==> src/rtl/bus_pkg.sv <==
// Shared types and constants for the bus transfer sequencer.
// Holds the source-code map, the queued request record and the FSM states.
package bus_pkg;

    localparam int SRC_W      = 5;
    localparam int NUM_SRC    = 25;
    localparam int XFER_DST_W = 24;

    localparam logic [SRC_W-1:0] SRC_R0     = 5'd0;
    localparam logic [SRC_W-1:0] SRC_R1     = 5'd1;
    localparam logic [SRC_W-1:0] SRC_R2     = 5'd2;
    localparam logic [SRC_W-1:0] SRC_R3     = 5'd3;
    localparam logic [SRC_W-1:0] SRC_R4     = 5'd4;
    localparam logic [SRC_W-1:0] SRC_R5     = 5'd5;
    localparam logic [SRC_W-1:0] SRC_R6     = 5'd6;
    localparam logic [SRC_W-1:0] SRC_R7     = 5'd7;
    localparam logic [SRC_W-1:0] SRC_R8     = 5'd8;
    localparam logic [SRC_W-1:0] SRC_R9     = 5'd9;
    localparam logic [SRC_W-1:0] SRC_R10    = 5'd10;
    localparam logic [SRC_W-1:0] SRC_R11    = 5'd11;
    localparam logic [SRC_W-1:0] SRC_R12    = 5'd12;
    localparam logic [SRC_W-1:0] SRC_R13    = 5'd13;
    localparam logic [SRC_W-1:0] SRC_R14    = 5'd14;
    localparam logic [SRC_W-1:0] SRC_R15    = 5'd15;
    localparam logic [SRC_W-1:0] SRC_HI     = 5'd16;
    localparam logic [SRC_W-1:0] SRC_LO     = 5'd17;
    localparam logic [SRC_W-1:0] SRC_ZHI    = 5'd18;
    localparam logic [SRC_W-1:0] SRC_ZLO    = 5'd19;
    localparam logic [SRC_W-1:0] SRC_PC     = 5'd20;
    localparam logic [SRC_W-1:0] SRC_MDR    = 5'd21;
    localparam logic [SRC_W-1:0] SRC_MAR    = 5'd22;
    localparam logic [SRC_W-1:0] SRC_INPORT = 5'd23;
    localparam logic [SRC_W-1:0] SRC_C      = 5'd24;

    typedef struct packed {
        logic [SRC_W-1:0]      src;
        logic [XFER_DST_W-1:0] dst;
        logic [1:0]            hold;
    } xfer_req_t;

    typedef enum logic {
        IDLE,
        DRIVE
    } state_t;

endpackage

==> src/rtl/xfer_fifo.sv <==
// Synchronous request FIFO with separate occupancy count and flush.
// Ports: clock/clear, flush, push/wr_data, pop/rd_data (head), full, empty.
module xfer_fifo #(
    parameter int DEPTH = 4,
    parameter int W     = 8
) (
    input  logic         clock,
    input  logic         clear,
    input  logic         flush,
    input  logic         push,
    input  logic         pop,
    input  logic [W-1:0] wr_data,
    output logic [W-1:0] rd_data,
    output logic         full,
    output logic         empty
);

    localparam int AW = $clog2(DEPTH);
    localparam int CW = AW + 1;

    logic [W-1:0]  mem [DEPTH];
    logic [AW-1:0] wr_ptr;
    logic [AW-1:0] rd_ptr;
    logic [CW-1:0] count;
    logic          do_push;
    logic          do_pop;

    // full is taken from the registered count, so a pop never frees a slot
    // for a push on the same edge
    assign full    = (count == CW'(DEPTH));
    assign empty   = (count == '0);
    assign do_push = push && !full && !flush;
    assign do_pop  = pop && !empty && !flush;
    assign rd_data = mem[rd_ptr];

    always_ff @(posedge clock or posedge clear) begin
        if (clear) begin
            wr_ptr <= '0;
            rd_ptr <= '0;
            count  <= '0;
        end else if (flush) begin
            wr_ptr <= '0;
            rd_ptr <= '0;
            count  <= '0;
        end else begin
            if (do_push) wr_ptr <= wr_ptr + AW'(1);
            if (do_pop)  rd_ptr <= rd_ptr + AW'(1);
            count <= count + CW'(do_push) - CW'(do_pop);
        end
    end

    always_ff @(posedge clock) begin
        if (do_push) mem[wr_ptr] <= wr_data;
    end

endmodule

==> src/rtl/bus_transfer_sequencer.sv <==
// Sequences queued bus transfers into one-hot source strobes and
// destination enables. Ports: clock/clear/flush, req_* handshake in,
// src_out/dst_in/xfer_done/busy out. Optional BUS_SRC_CHECK_EN adds err_src.
module bus_transfer_sequencer #(
    parameter int DEPTH   = 4,
    parameter int DST_W   = 24,
    parameter int NUM_SRC = 25
) (
    input  logic                      clock,
    input  logic                      clear,
    input  logic                      flush,
    input  logic                      req_valid,
    output logic                      req_ready,
    input  logic [bus_pkg::SRC_W-1:0] req_src,
    input  logic [DST_W-1:0]          req_dst,
    input  logic [1:0]                req_hold,
    output logic [NUM_SRC-1:0]        src_out,
    output logic [DST_W-1:0]          dst_in,
    output logic                      xfer_done,
`ifdef BUS_SRC_CHECK_EN
    output logic                      err_src,
`endif
    output logic                      busy
);

    import bus_pkg::*;

    xfer_req_t                    wr_req;
    xfer_req_t                    head;
    logic [$bits(xfer_req_t)-1:0] rd_word;
    logic                         fifo_full;
    logic                         fifo_empty;
    logic                         pop;
    logic                         head_bad;

    state_t           state;
    state_t           state_nx;
    logic [1:0]       hold_cnt;
    logic [1:0]       hold_nx;
    logic [SRC_W-1:0] cur_src;
    logic [SRC_W-1:0] src_nx;
    logic [DST_W-1:0] cur_dst;
    logic [DST_W-1:0] dst_nx;
    logic             cur_bad;
    logic             bad_nx;

    logic [NUM_SRC-1:0] src_out_nx;
    logic [DST_W-1:0]   dst_in_nx;
    logic               done_nx;

    always_comb begin
        wr_req      = '0;
        wr_req.src  = req_src;
        wr_req.dst  = XFER_DST_W'(req_dst);
        wr_req.hold = req_hold;
    end

    assign head = xfer_req_t'(rd_word);

    xfer_fifo #(
        .DEPTH (DEPTH),
        .W     ($bits(xfer_req_t))
    ) u_fifo (
        .clock   (clock),
        .clear   (clear),
        .flush   (flush),
        .push    (req_valid),
        .pop     (pop),
        .wr_data (wr_req),
        .rd_data (rd_word),
        .full    (fifo_full),
        .empty   (fifo_empty)
    );

    assign req_ready = !fifo_full;
    assign busy      = (state == DRIVE) || !fifo_empty;

`ifdef BUS_SRC_CHECK_EN
    // an illegal code is retired in a single silent cycle
    assign head_bad = (int'(head.src) >= NUM_SRC);
`else
    assign head_bad = 1'b0;
`endif

    // state register plus registered outputs
    always_ff @(posedge clock or posedge clear) begin
        if (clear) begin
            state     <= IDLE;
            hold_cnt  <= '0;
            cur_src   <= '0;
            cur_dst   <= '0;
            cur_bad   <= 1'b0;
            src_out   <= '0;
            dst_in    <= '0;
            xfer_done <= 1'b0;
        end else begin
            state     <= state_nx;
            hold_cnt  <= hold_nx;
            cur_src   <= src_nx;
            cur_dst   <= dst_nx;
            cur_bad   <= bad_nx;
            src_out   <= src_out_nx;
            dst_in    <= dst_in_nx;
            xfer_done <= done_nx;
        end
    end

    // next state: pop on IDLE or on the last drive cycle
    always_comb begin
        state_nx = state;
        hold_nx  = hold_cnt;
        src_nx   = cur_src;
        dst_nx   = cur_dst;
        bad_nx   = cur_bad;
        pop      = 1'b0;
        if (flush) begin
            state_nx = IDLE;
            hold_nx  = '0;
            bad_nx   = 1'b0;
        end else begin
            unique case (state)
                IDLE: begin
                    pop = !fifo_empty;
                end
                DRIVE: begin
                    if (hold_cnt != 2'd0) begin
                        hold_nx = hold_cnt - 2'd1;
                    end else if (!fifo_empty) begin
                        pop = 1'b1;
                    end else begin
                        state_nx = IDLE;
                        bad_nx   = 1'b0;
                    end
                end
            endcase
            if (pop) begin
                state_nx = DRIVE;
                src_nx   = head.src;
                dst_nx   = DST_W'(head.dst);
                hold_nx  = head_bad ? 2'd0 : head.hold;
                bad_nx   = head_bad;
            end
        end
    end

    // outputs are computed from the next state so they register in step
    always_comb begin
        src_out_nx = '0;
        dst_in_nx  = '0;
        done_nx    = 1'b0;
        if (state_nx == DRIVE && !bad_nx) begin
            if (int'(src_nx) < NUM_SRC) begin
                src_out_nx = NUM_SRC'(1) << src_nx;
            end
            if (hold_nx == 2'd0) begin
                dst_in_nx = dst_nx;
                done_nx   = 1'b1;
            end
        end
    end

`ifdef BUS_SRC_CHECK_EN
    always_ff @(posedge clock or posedge clear) begin
        if (clear) begin
            err_src <= 1'b0;
        end else if (flush) begin
            err_src <= 1'b0;
        end else if (pop && head_bad) begin
            err_src <= 1'b1;
        end
    end
`endif

endmodule

==> config.mk <==
export PLATFORM = sky130hd
export DESIGN_NAME = bus_transfer_sequencer
export DESIGN_NICKNAME = d
export VERILOG_FILES = /design/src/rtl/bus_pkg.sv /design/src/rtl/xfer_fifo.sv /design/src/rtl/bus_transfer_sequencer.sv
export SDC_FILE = /design/constraint.sdc
export NUM_CORES = 1
export LEC_CHECK = 0
export BUFFER_PORTS_ARGS = -buffer_cell sky130_fd_sc_hd__buf_2
export CORE_UTILIZATION = 60
export CTS_BUF_LIST = sky130_fd_sc_hd__clkbuf_8
export DETAILED_ROUTE_END_ITERATION = 12
export GPL_ROUTABILITY_DRIVEN = 0
export GPL_TIMING_DRIVEN = 0
export PLACE_DENSITY_LB_ADDON = 0.1
export SLEW_MARGIN = 10
export SYNTH_ARGS = -nofsm -noshare
export SYNTH_HDL_FRONTEND = slang
export SYNTH_SLANG_ARGS = --single-unit
export TNS_END_PERCENT = 100
==> constraint.sdc <==
create_clock -name clock -period 5.1 [get_ports clock]
set_input_delay 0.51 -clock clock [delete_from_list [all_inputs] [get_ports clock]]
set_output_delay 0.51 -clock clock [all_outputs]
set_load 0.01 [all_outputs]
==> summary by stage <==
Placed design
The placed standard-cell area is 0.00878 mm^2. In this run the tool buffered the top-level ports with between 80 and 90 buffer cells. After detailed placement, the design holds a cell count of ~700. The detailed placement HPWL is 9.10 mm.

Global routing
The overflow left after global routing is 0. The first-pass GRT wire length is around 23 mm. The overall fraction of global-route tracks in use is 22.2%. The initial antenna violation count is 0. The largest net degree at the start of global routing is 50. The number of global-route vias before repair was 4504.

CTS
The buffer depth of the longest clock path is 3. The later pin in the worst-skew pair is clocked with a latency of about 0.5 ns. Gates resized during post-CTS repair numbered 0.

The number of hold buffers added after CTS was 0. The root cell of the clock tree is sky130_fd_sc_hd__clkbuf_8. The post-CTS setup buffer count is 0.

Clock-pin slew was measured on the worst setup and hold paths at 0.07 ns. The clock drives 214 sinks. The number of H-tree levels is 2. The clock tree from TritonCTS is done. The clock buffer count from CTS is 34.

Logic synthesis
In the post-synthesis netlist, the biggest area contributors are sky130_fd_sc_hd__edfxtp_1, sky130_fd_sc_hd__dfrtp_1, sky130_fd_sc_hd__mux4_2. The biggest area contributor in the post-synthesis netlist is sky130_fd_sc_hd__edfxtp_1. The count of synthesis-stage warnings from yosys is 0. The area fraction in compound gates after synthesis is approximately 2%. Counting flops with a built-in enable in the synthesized netlist gives roughly 120. The area share of fa/ha/maj cells after synthesis is under 10%. Of the post-synthesis cell area, the dominant cell type holds 46.5%. Yosys mapped the design onto 45 distinct sky130hd cell types. The sequential-to-total area share from yosys stat is 74.7%. Synthesis produced a netlist whose cell count is 440. The most instantiated flip-flop cell in the synthesis netlist is sky130_fd_sc_hd__edfxtp_1. The number of nets in the synthesized netlist is 482. The combined area of all synthesized cells is approximately 0.0080 mm^2.

The fraction of the mapped netlist area in simple logic gates is under 10%. The xor and xnor area share after synthesis is 0.547%. In this run, synthesis produced a sequential element count of 214. The combinational family with the most area after synthesis is multiplexers. The post-synthesis mux area share is 12.6%. The proportion of register bits with asynchronous set or reset after synthesis is 42.1%. The synthesized area per cell is 18.2 um^2.

Worst setup path
The type of origin of the critical path is a register. The critical-path maximum fanout is 10. The worst endpoint required time is roughly 5.5 ns.

The critical path goes through clkbuf_1, o21ai_2, nand3_4, inv_4, buf_2, ha_1, inv_1, ha_1, inv_1, fa_1, xnor2_1, nor2_1. For this run, the slowest stage of the critical path takes 0.42 ns. The data arrival time of the critical path is 3.22 ns. Together, buffers and inverters on the worst path number 5. In this run the register-to-register setup slack is ~2.2 ns. The worst setup path is captured at a register.

The origin of the worst setup path is hold_cnt[0]. The worst setup path is of the register to register kind. The number of cells on the worst reg-to-reg path is 12. The launch instance of the worst register-to-register path is hold_cnt[0].

The cell family contributing the most delay on the critical path is adder cells. For this design, the slowest cell found on the critical path is sky130_fd_sc_hd__o21ai_2. The worst register-to-register path ends at u_fifo.count[2].

Timing
Setup repair after global routing left no endpoint under its margin. At the pin with the least slew margin, the transition time is just under 0.9 ns. Of the available clock period, the critical path in the final layout requires between 50 and 60%.

The worst slew margin relative to its limit is 40.4%. The max-slew violation count was 0. Subtracting the final worst setup slack from the clock period gives 2.87 ns.

Derived from the worst setup path, the maximum achievable clock frequency is 348 MHz. The hold violation count in the final report was 0. Setup violations remaining at the end of the flow were counted as 0. The total negative slack is 0 ns.

Across the routed clock network, the largest skew measured is 0.0226 ns.

Die
The core footprint is 0.0128 mm^2. The full die area is 0.0138 mm^2. The count of standard-cell rows is 41. The number of top-level design ports is 87. The height of the chip is roughly 120 um.

The die is 118 um wide. The initial standard-cell utilization of the core is 62.4%.

Cells and area
The number of antenna diodes is 0. The utilization after layout is 73.7%. The final layout net count is 609. The finished cells cover 0.00945 mm^2. In the layout the commonest cells are sky130_fd_sc_hd__edfxtp_1, sky130_fd_sc_hd__buf_2, sky130_fd_sc_hd__dfrtp_1. The fraction of final layout cells with drive strength greater than 1 is 36.0%. The commonest non-fill, non-tap cell in the layout is sky130_fd_sc_hd__edfxtp_1. The layout has 814 filler cells.

The count of non-filler cells in the finished layout is approximately 760. Compared with the post-synthesis result, the final layout area differs by 18.1%.

Drt
Dividing the detail-routed wire length by the instance count gives roughly 19 um. The first detailed-routing pass ran for 5 iterations. The antenna violation net count after detailed routing is 0. The detailed-route vias per instance is 5.55. For this block, the initial DRC count from the detailed router was 231. After detailed routing, the number of remaining DRC violations is 0.

The routed layout has 4236 vias. The routed design has 14.2 mm of wire.

Power
The final total power is 0.00505 W. Across the VDD grid, the largest voltage drop is between 0.0003 and 0.0004 V. The leakage power summed over all cells is 3.85 nW.

Power spread over the standard cell area amounts to roughly 530 mW/mm^2.

Run status
The run finished with clean final reports.

Flow run
The tool flagged a number of max-cap violations equal to 0.

Worst hold path
The worst hold path belongs to the class input port to asynchronous set/reset pin.
## worst max path at each step
stage | cells past startpoint | end | slack, ns
6_report | 12 | u_fifo.count[2] | 2.23
3_5_place_dp | 12 | u_fifo.count[2] | 2.27
3_3_place_gp | 2 | cur_dst[23] | 1.16
4_1_cts | 12 | u_fifo.count[2] | 2.26
2_1_floorplan | 1 | cur_bad | 2.25
5_1_grt | 12 | u_fifo.count[2] | 2.07
## registers in the layout (all words and copies together) (netlist names), 2 cells and up
register and count:
src_out 25, u_fifo.rd_ptr 2, hold_cnt 2, cur_dst 24, dst_in 24, u_fifo.count 3, cur_src 5, u_fifo.mem 124
u_fifo.wr_ptr 2
## cell usage after synthesis (2+ instances only)
| cell | number |
|---|---|
| sky130_fd_sc_hd__a21oi_1 | 5 |
| sky130_fd_sc_hd__a31oi_1 | 5 |
| sky130_fd_sc_hd__a32oi_1 | 2 |
| sky130_fd_sc_hd__and2_1 | 4 |
| sky130_fd_sc_hd__and2b_1 | 10 |
| sky130_fd_sc_hd__buf_2 | 5 |
| sky130_fd_sc_hd__buf_4 | 3 |
| sky130_fd_sc_hd__buf_6 | 2 |
| sky130_fd_sc_hd__clkbuf_1 | 8 |
| sky130_fd_sc_hd__dfrtp_1 | 90 |
| sky130_fd_sc_hd__edfxtp_1 | 124 |
| sky130_fd_sc_hd__ha_1 | 6 |
| sky130_fd_sc_hd__inv_1 | 9 |
| sky130_fd_sc_hd__inv_4 | 2 |
| sky130_fd_sc_hd__mux2_2 | 25 |
| sky130_fd_sc_hd__mux4_2 | 31 |
| sky130_fd_sc_hd__nand2_1 | 17 |
| sky130_fd_sc_hd__nand2b_1 | 2 |
| sky130_fd_sc_hd__nand3_1 | 4 |
| sky130_fd_sc_hd__nor2_1 | 12 |
| sky130_fd_sc_hd__nor2b_1 | 15 |
| sky130_fd_sc_hd__nor3_1 | 29 |
| sky130_fd_sc_hd__nor4_1 | 3 |
| sky130_fd_sc_hd__o21ai_0 | 2 |
| sky130_fd_sc_hd__o21bai_1 | 2 |
| sky130_fd_sc_hd__xnor2_1 | 3 |
| sky130_fd_sc_hd__xor2_1 | 2 |
## per-stage QoR
step	hold slack [ns]	setup slack, ns
after detailed placement	0.480	2.27
after CTS	0.0962	2.26
final	0.0930	2.23
after global routing	0.129	2.07
after global placement	0.476	1.16
after floorplan	0.466	2.25
## kinds of logic (layout without fill, tap and decap cells)
group / after synthesis / count (layout)
buf+inv: 29 / 180
fa+ha+maj: 7 / 7
flops: 214 / 214
mux: 58 / 58
simple gates: 104 / 104
xor+xnor: 5 / 5
compound gates: 23 / 23
## worst register-to-register path, stage by stage (launching register included)
cell	delay, ns
sky130_fd_sc_hd__dfrtp_1	0.37
sky130_fd_sc_hd__clkbuf_1	0.20
sky130_fd_sc_hd__o21ai_2	0.42
sky130_fd_sc_hd__nand3_4	0.19
sky130_fd_sc_hd__inv_4	0.17
sky130_fd_sc_hd__buf_2	0.26
sky130_fd_sc_hd__ha_1	0.27
sky130_fd_sc_hd__inv_1	0.06
sky130_fd_sc_hd__ha_1	0.13
sky130_fd_sc_hd__inv_1	0.05
sky130_fd_sc_hd__fa_1	0.40
sky130_fd_sc_hd__xnor2_1	0.16
sky130_fd_sc_hd__nor2_1	0.05
## where the power goes
part           internal, W  switching [W]
registers          0.00212       0.000106
logic             0.000635       0.000772
clock network     0.000799       0.000616
total              0.00355        0.00149
## cell type report
class	instances	area, um^2	share of cell area (%)
flip-flops and latches	214	5980	63.2
plain buffers	18	100	1.06
well taps	172	215	2.28
repair buffers	91	553	5.85
inverters	11	48.8	0.516
multi-input cells	197	1890	20.0
clock inverters	21	138	1.46
clock buffers	39	537	5.68
## per-layer routing
layer,up-vias,routed length (um),global-route usage [%]
met4,0,386,9.94
li1,1927,-,-
met2,138,7100,36.5
met3,34,726,4.65
met5,-,0,0
met1,2137,6030,29.0
Note: power is estimated with default switching activity, not from simulation.
